### src/rtl/ram_pkg.sv
// Shared constants and types for the 8x16 burst-written RAM slice.
package ram_pkg;

    localparam int DATA_WIDTH = 16;
    localparam int ADDR_WIDTH = 3;
    localparam int DEPTH      = 1 << ADDR_WIDTH;

    typedef logic [DATA_WIDTH-1:0] word_t;
    typedef logic [ADDR_WIDTH-1:0] addr_t;

    typedef enum logic [1:0] {
        IDLE  = 2'd0,
        WRITE = 2'd1,
        DONE  = 2'd2
    } wr_state_t;

endpackage

### src/rtl/ram_core_sp.sv
// Single-clock 1W/1R array with a registered, read-before-write read port.
module ram_core_sp #(
    parameter int DATA_WIDTH = 16,
    parameter int ADDR_WIDTH = 3
) (
    input  logic                  clk,
    input  logic                  rst_n,
    input  logic                  we,
    input  logic [ADDR_WIDTH-1:0] waddr,
    input  logic [DATA_WIDTH-1:0] wdata,
    input  logic                  re,
    input  logic [ADDR_WIDTH-1:0] raddr,
    output logic [DATA_WIDTH-1:0] rdata
);

    localparam int DEPTH = 1 << ADDR_WIDTH;

    logic [DATA_WIDTH-1:0] mem_r [DEPTH];
    logic [DATA_WIDTH-1:0] rdata_r;

    // Write port; the array is deliberately left out of reset.
    always_ff @(posedge clk) begin
        if (we) begin
            mem_r[waddr] <= wdata;
        end
    end

    // Registered read; a same-cycle write to raddr is seen only on the next read.
    always_ff @(posedge clk) begin
        if (!rst_n) begin
            rdata_r <= {DATA_WIDTH{1'b0}};
        end else if (re) begin
            rdata_r <= mem_r[raddr];
        end else begin
            rdata_r <= rdata_r;
        end
    end

    assign rdata = rdata_r;

endmodule

### src/rtl/ram_burst_writer.sv
// Burst-write engine: accepts (start_addr, burst_len), then streams valid/ready
// words into consecutive RAM addresses with wrap-around.
module ram_burst_writer
    import ram_pkg::*;
#(
    parameter int DATA_WIDTH = ram_pkg::DATA_WIDTH,
    parameter int ADDR_WIDTH = ram_pkg::ADDR_WIDTH
) (
    input  logic                  clk,
    input  logic                  rst_n,
    input  logic                  start,
    input  logic [ADDR_WIDTH-1:0] start_addr,
    input  logic [ADDR_WIDTH:0]   burst_len,
    input  logic                  wr_valid,
    input  logic [DATA_WIDTH-1:0] wr_data,
    output logic                  wr_ready,
    output logic                  busy,
    output logic                  done,
    output logic                  err,
    input  logic                  rd_en,
    input  logic [ADDR_WIDTH-1:0] rd_addr,
    output logic [DATA_WIDTH-1:0] rd_data
);

    localparam logic [ADDR_WIDTH:0] DEPTH_L = (ADDR_WIDTH+1)'(1 << ADDR_WIDTH);
    localparam logic [ADDR_WIDTH:0] ONE_L   = (ADDR_WIDTH+1)'(1);

    wr_state_t             state_r;
    logic [ADDR_WIDTH-1:0] addr_ptr_r;
    logic [ADDR_WIDTH:0]   remaining_r;
    logic                  err_r;
    logic                  len_ok_s;
    logic                  xfer_s;

    assign len_ok_s = (burst_len != {(ADDR_WIDTH+1){1'b0}}) && (burst_len <= DEPTH_L);
    assign xfer_s   = (state_r == WRITE) && wr_valid;

    // Burst FSM with address pointer, word counter and error pulse.
    always_ff @(posedge clk) begin
        if (!rst_n) begin
            state_r     <= IDLE;
            addr_ptr_r  <= {ADDR_WIDTH{1'b0}};
            remaining_r <= {(ADDR_WIDTH+1){1'b0}};
            err_r       <= 1'b0;
        end else begin
            err_r <= 1'b0;
            case (state_r)
                IDLE: begin
                    if (start && len_ok_s) begin
                        addr_ptr_r  <= start_addr;
                        remaining_r <= burst_len;
                        state_r     <= WRITE;
                    end else if (start) begin
                        err_r <= 1'b1;
                    end else begin
                        state_r <= IDLE;
                    end
                end
                WRITE: begin
                    if (wr_valid) begin
                        // Natural overflow of the pointer gives the wrap 7 -> 0.
                        addr_ptr_r  <= addr_ptr_r + ADDR_WIDTH'(1);
                        remaining_r <= remaining_r - ONE_L;
                        if (remaining_r == ONE_L) begin
                            state_r <= DONE;
                        end else begin
                            state_r <= WRITE;
                        end
                    end else begin
                        state_r <= WRITE;
                    end
                end
                DONE: begin
                    state_r <= IDLE;
                end
                default: begin
                    state_r <= IDLE;
                end
            endcase
        end
    end

    assign wr_ready = (state_r == WRITE);
    assign busy     = (state_r == WRITE);
    assign done     = (state_r == DONE);
    assign err      = err_r;

    ram_core_sp #(
        .DATA_WIDTH(DATA_WIDTH),
        .ADDR_WIDTH(ADDR_WIDTH)
    ) u_core (
        .clk   (clk),
        .rst_n (rst_n),
        .we    (xfer_s),
        .waddr (addr_ptr_r),
        .wdata (wr_data),
        .re    (rd_en),
        .raddr (rd_addr),
        .rdata (rd_data)
    );

endmodule

### config.mk
export PLATFORM = sky130hd
export DESIGN_NAME = ram_burst_writer
export DESIGN_NICKNAME = d
export VERILOG_FILES = /design/src/rtl/ram_pkg.sv /design/src/rtl/ram_core_sp.sv /design/src/rtl/ram_burst_writer.sv
export SDC_FILE = /design/constraint.sdc
export NUM_CORES = 1
export LEC_CHECK = 0
export CAP_MARGIN = 20
export CORE_ASPECT_RATIO = 0.5
export CORE_MARGIN = 1.5
export CORE_UTILIZATION = 67
export CTS_CLUSTER_DIAMETER = 100
export DETAILED_ROUTE_END_ITERATION = 7
export DONT_BUFFER_PORTS = 1
export PLACE_DENSITY = 0.83
export SLEW_MARGIN = 20
export SYNTH_ARGS = -nofsm -noshare
export SYNTH_HDL_FRONTEND = slang
export SYNTH_SLANG_ARGS = --single-unit
export TNS_END_PERCENT = 50
### constraint.sdc
create_clock -name clk -period 5.5 [get_ports clk]
set_input_delay 0.55 -clock clk [delete_from_list [all_inputs] [get_ports clk]]
set_output_delay 0.55 -clock clk [all_outputs]
set_load 0.05 [all_outputs]
==> results of run 1 <==
## stage by stage
stage	utilization	instances	hold slack [ns]
after floorplan	-	324	0.445
after global placement	0.733	428	0.458
after detailed placement	0.733	428	0.476
after CTS	0.804	460	0.207
after global routing	0.804	460	0.204
final	0.804	460	0.224
## sequential cells by signal, summed over array words and instances (netlist names)
name          flops
state_r           2
u_core.rdata     16
err               1
addr_ptr_r        3
u_core.mem_r    128
remaining_r       4
## Yosys cell counts, types with 4 or more instances
| library cell | number |
|---|---|
| dfxtp_1 | 26 |
| mux4_2 | 32 |
| nor2_1 | 21 |
| clkbuf_1 | 11 |
| o21ai_0 | 18 |
| o22ai_1 | 16 |
| nand2_1 | 11 |
| nor3_1 | 7 |
| a21oi_1 | 4 |
| nor2b_1 | 5 |
| inv_1 | 4 |
| buf_2 | 5 |
| edfxtp_1 | 128 |
## final cells by class
| class | count | area [um^2] |
|---|---|---|
| Sequential cell | 154 | 4360 |
| Inverter | 4 | 15.0 |
| Tap cell | 112 | 140 |
| Timing Repair Buffer | 9 | 67.6 |
| Fill cell | 386 | 1620 |
| Clock buffer | 18 | 429 |
| Multi-Input combinational cell | 149 | 1470 |
| Clock inverter | 14 | 159 |
## power breakdown
part,internal (uW),total [uW],leakage (uW),switching [uW]
clock,679,1160,0.000283,479
sequential,1290,1340,0.00137,55.0
combinational,53.5,107,0.000500,53.4
## how the worst min path moves through the flow
stage                    from                   to  slack, ns  cells past startpoint
6_report          wr_data[12]  u_core.mem_r[3][12]       0.22                      0
5_1_grt           wr_data[10]  u_core.mem_r[0][10]       0.20                      0
4_1_cts           wr_data[10]  u_core.mem_r[2][10]       0.21                      0
3_5_place_dp   remaining_r[1]       remaining_r[1]       0.48                      2
3_3_place_gp   remaining_r[1]       remaining_r[1]       0.46                      2
2_1_floorplan  remaining_r[1]       remaining_r[1]       0.44                      2
## routing by layer
metal	GRT usage	wire [um]
met1	0.384	4940
met2	0.466	6220
met3	0.0965	1320
met4	0.134	223
met5	0	0
## cells by family (layout without fill, tap and decap cells)
kind of cell | count (synthesis) | after routing | synth area share
mux | 37 | 37 | 0.131
buf+inv | 21 | 45 | 0.0151
fa+ha+maj | 3 | 3 | 0.00637
flops | 154 | 154 | 0.741
compound gates | 50 | 50 | 0.0546
simple gates | 59 | 59 | 0.0516
## cell usage in the layout, fill, tap and decap left out, types with 3 or more instances in the layout
cell type | Yosys | routed
mux2_2 | 3 | 3
dfxtp_1 | 26 | 26
inv_6 | 0 | 7
mux4_2 | 32 | 32
inv_1 | 4 | 4
clkbuf_16 | 0 | 17
buf_4 | 1 | 9
a211oi_1 | 3 | 3
nor3_1 | 7 | 3
o22ai_1 | 16 | 16
nor2_1 | 21 | 21
nand2_1 | 11 | 11
a21oi_1 | 4 | 4
nor2b_1 | 5 | 4
nand4b_1 | 3 | 3
edfxtp_1 | 128 | 128
ha_1 | 3 | 3
o21ai_0 | 18 | 18
nor3_2 | 0 | 4
==> metrics.md, run 1 <==
| Metric | Value |
|---|---|
| Mapped Area | slightly below 6000 um^2 |
| Final Max Tran Viols | 0 |
| Crit end category | output port |
| Initial Util | 0.713 |
| Critical path class | register to output port |
| Grt ovf | 0 |
| TritonRoute pass-1 iters | 5 |
| Vias in the first global route | approximately 3,400 |
| Synth warn | 0 |
| IO Port Bufs | 0 |
| Clock Sinks | 154 |
| Top Ports | just over 50 |
| Placement Setup Slack | 3.61 ns |
| ANT cells | 0 |
| Worst-Skew Late Latency | 0.42 ns |
| PD cells | slightly below 400 nW/um^2 |
| Worst setup SP type | register |
| Leakage | 0.00215 uW |
| Layout Nets | 369 |
| Num CTS Buffers | 17 |
| Yosys cell types | 36 |
| Area leader, netlist | edfxtp_1 |
| MaxCap Viol Count | 0 |
| Worst slew pin tran | 0.924 ns |
| Row cnt | 23 |
| Setup crit end | done |
| CP Max Fanout | 6 |
| Minimum clock period | 2.16 ns |
| Unrepaired setup endpoints after global routing | no |
| DR iter-0 viols | 426 |
| CP required | roughly 5.0 ns |
| Top FF cell, synth | edfxtp_1 |
| Post-synth top area share | 0.653 |
| Gr usage total | 0.296 |
| Reg2reg path depth | 4 |
| Routed WL | approximately 13,000 um |
| Setup TNS | 0 ns |
| Synthesis-stage register bit count | between 150 and 200 |
| Post-DR wirelength/cell | 27.6 um |
| Avg Inst Size Synth | 18.2 um^2 |
| CTS tree | done |
| Reg2Reg Setup Slack | 3.60 ns |
| Critical Path Stages | 1 |
| Crit-path max cell delay | 0.77 ns |
| Clock Path Buffers | 2 |
| Die area | 9400 um^2 |
| Post-CTS Resized | 0 |
| CP bufs+invs | 0 |
| Drt drc | 0 |
| DR vias | about 3,200 |
| CTS H-tree depth | 4 |
| Final setup viols | 0 |
| Power, Total | ~2600 uW |
| Width of the die | 136 um |
| Peak supply drop | 0.000319 V |
| Crit. Startpoint | state_r[1] |
| Largest delay contributor family on the critical path | simple AND/OR/NAND/NOR gates |
| Final Cell Area | 6640 um^2 |
| Final Hold Viols | 0 |
| Post-route ant nets | 0 |
| Post-CTS Hold Buffers | 0 |
| Largest net degree at the start of global routing | 33 |
| Rel. slew slack | 0.382 |
| CTS clock-pin slew for the worst setup and hold paths | ~0.070 ns |
| Count of flip-flops with a built-in enable after synthesis | 128 |
| Worst path cell trace | nor2b_1 |
| Status | finished clean |
| Max Clock Freq | 462 MHz |
| Antenna violations before repair | 0 |
| Async SR Flop Fraction | 0 |
| First-pass GRT wire length | 19,400 um |
| CTS Root Buffer Type | clkbuf_16 |
| PnR worst setup slack | approximately 3.3 ns |
| Clock Skews | about 0.012 ns |
| Hold Path Class | input port to register |
| R2R Path Start | state_r[0] |
| Die height | 69.3 um |
| Core area | 8260 um^2 |
| Register area share after synthesis | 0.741 |
| Layout cells sized above 1 | 0.247 |
| Capturing point of the worst reg2reg path | u_core.mem_r[6][0] |
| Cells after Synth | 324 |
| CP max-delay cell | nor2b_1 |
| Synthesized net count | 358 |
| Final worst-path cycle share | 0.394 |
| Vias per inst | roughly 7 |
| GPL Wtd Cong | 0.899 |
| Synth area leaders | edfxtp_1, mux4_2, dfxtp_1, o22ai_1, o21ai_0 |
| Final HPWL DP | 6690 um |
| Critical path arrival | 1.61 ns |
| Synthesis-to-finish area growth | 12.7% |
| Post-CTS setup buffers | 0 |
| Post-place instance area | 6050 um^2 |
Note: power is estimated with default switching activity, not from simulation.
==> run 2: changes to the inputs <==
--- a/config.mk
+++ b/config.mk
@@ -8,11 +8,11 @@
 export CAP_MARGIN = 20
 export CORE_ASPECT_RATIO = 0.5
 export CORE_MARGIN = 1.5
-export CORE_UTILIZATION = 67
+export CORE_UTILIZATION = 62
 export CTS_CLUSTER_DIAMETER = 100
 export DETAILED_ROUTE_END_ITERATION = 7
 export DONT_BUFFER_PORTS = 1
-export PLACE_DENSITY = 0.83
+export PLACE_DENSITY = 0.78
 export SLEW_MARGIN = 20
 export SYNTH_ARGS = -nofsm -noshare
 export SYNTH_HDL_FRONTEND = slang
==> constraint.sdc (replaced) <==
create_clock -name clk -period 2.26 [get_ports clk]
set_input_delay 0.226 -clock clk [delete_from_list [all_inputs] [get_ports clk]]
set_output_delay 0.226 -clock clk [all_outputs]
set_load 0.05 [all_outputs]
==> run 2 against run 1 <==
Net effect:
- clock power increased to 2.5 times the previous value
- highest routed layer unchanged
- largest power group unchanged
- clock skew decreased by 0.0038 ns
- hold slack got worse by 0.22 ns
- sequential power increased by 140%
- largest cell class unchanged
- critical endpoint is now u_core.mem_r[0][8]
- setup slack got worse by 3.0 ns
- first-iteration DRC count decreased by 17%
- sequential share of layout area decreased by 2.4 points
==> metrics.md, run 2 (synthesis results as in run 1) <==
| Metric | Value |
|---|---|
| Status | finished clean |
| Rel. slew slack | 0.288 |
| Vias in the first global route | 3,461 |
| CP Max Fanout | 16 |
| Minimum clock period | 1.88 ns |
| Max Clock Freq | approximately 530 MHz |
| Register area | 4360 um^2 |
| Hold Path Class | input port to register |
| Peak supply drop | 0.000667 V |
| MaxCap Viol Count | 0 |
| Die height | 71.9 um |
| CP required | 2.36 ns |
| Final Max Tran Viols | 0 |
| CTS clock-pin slew for the worst setup and hold paths | around 0.06 ns |
| Critical path class | register to register |
| WHS | between 0.004 and 0.005 ns |
| Final setup viols | 0 |
| Footprint of the multi-input gates | 1480 um^2 |
| Initial Util | 0.658 |
| Unrepaired setup endpoints after global routing | no |
| Most frequent cells in the layout | edfxtp_1, mux4_2, dfxtp_1, nor2_1, dlygate4sd3_1 |
| Max reg flops | 128 |
| Core area | 8950 um^2 |
| Top Ports | 51 |
| Critical path arrival | approximately 2.0 ns |
| First-pass GRT wire length | 19,800 um |
| GPL Wtd Cong | roughly 0.85 |
| Clock Skews | 0.00809 ns |
| Gr usage total | 0.282 |
| Clock Sinks | approximately 150 |
| Synthesis-to-finish area growth | 17.1% |
| CTS H-tree depth | 4 |
| Drt drc | 0 |
| Row cnt | 24 |
| Reg with most FFs | u_core.mem_r |
| Post-DR wirelength/cell | 26.1 um |
| Net Sw Frac | 0.214 |
| Most common cell after layout, fill and taps aside | edfxtp_1 |
| Fillers | 468 |
| Combinational power share | 0.051 |
| Die area | just over 10,000 um^2 |
| PD cells | 946 nW/um^2 |
| CTS tree | done |
| DR iter-0 viols | 354 |
| Crit end category | register |
| Register share of total power | 0.501 |
| Num CTS Buffers | 17 |
| Clock Path Buffers | 2 |
| Largest net degree at the start of global routing | 33 |
| TritonRoute pass-1 iters | 5 |
| Vias per inst | 6.65 |
| Grt ovf | 0 |
| Final HPWL DP | 6610 um |
| Layout Nets | 391 |
| Worst setup SP type | register |
| Clock share of power | 0.448 |
| Layout cells sized above 1 | 0.230 |
| Post-route ant nets | 0 |
| Leakage | 0.00226 uW |
| Layout Utilization | 0.771 |
| Switching pwr | ~1400 uW |
| Final worst-path cycle share | 0.833 |
| CTS Root Buffer Type | clkbuf_16 |
| Worst slew pin tran | between 1 and 1.5 ns |
| Routed WL | 12,800 um |
| DR vias | 3,245 |
| Int Power | 5130 uW |
| Final Hold Viols | 0 |
| Worst-Skew Late Latency | 0.42 ns |
| Width of the die | 141 um |
| Post-CTS Resized | 0 |
| Antenna violations before repair | 1 |
| IO Port Bufs | 0 |
-- run 2: worst max-delay path, cell delays in order, from the launching register on --
cell and delay [ns]:
dfxtp_1 0.52, nor2b_2 0.23, nand2_1 0.23, nor4_4 0.24, buf_4 0.33
-- run 2: power by group through the flow --
| stage | clock network, uW | registers, uW | logic, uW |
|---|---|---|---|
| final | 2920 | 3270 | 330 |
| after global routing | 3070 | 3270 | 357 |
| after CTS | 2940 | 3270 | 328 |
| after detailed placement | 0 | 3330 | 255 |
| after global placement | 0 | 3320 | 247 |
| after floorplan | 0 | 3300 | 248 |
-- run 2: metal layers --
metal	vias up	share of wire	GRT usage
met5	-	0	0
met1	1645	0.41	0.371
li1	1376	-	-
met2	197	0.48	0.450
met4	0	0.023	0.134
met3	27	0.084	0.0818
-- run 2: path summary, 6_finish.rpt --
check | start | cells after the start | endpoint | slack (ns)
worst max-delay path | state_r[0] | 4 | u_core.mem_r[0][8] | 0.38
worst min-delay path | rd_en | 2 | u_core.rdata[4] | 0.004
worst max register to register | state_r[0] | 4 | u_core.mem_r[0][8] | 0.38
worst min register to register | remaining_r[1] | 2 | remaining_r[1] | 0.50
-- run 2: timing repair --
action | CTS | global route
hold endpoints to repair | 150 | 0
hold buffers | 21 | 0
setup buffers | 0 | 0
endpoints found under the setup margin | 0 | 0
-- run 2: layout make-up --
| cell class | count | share of cell area |
|---|---|---|
| sequential | 154 | 0.633 |
| multi-input combinational | 149 | 0.214 |
| clock buffer | 19 | 0.0628 |
| timing repair buffer | 31 | 0.0414 |
| clock inverter | 13 | 0.0256 |
| tap | 117 | 0.0212 |
| inverter | 4 | 0.00218 |
| antenna | 1 | 0.000363 |
-- run 2: through the flow --
stage | std cells | setup TNS [ns] | area [um^2] | total power [uW] | worst slack (ns)
after detailed placement | 434 | 0 | 6080 | 3580 | 0.476
after floorplan | 324 | -8.85 | 5920 | 3550 | -0.142
after global routing | 488 | 0 | 6900 | 6700 | 0.307
after global placement | 434 | 0 | 6080 | 3570 | 0.547
final | 488 | 0 | 6900 | 6520 | 0.377
after CTS | 487 | 0 | 6900 | 6540 | 0.406
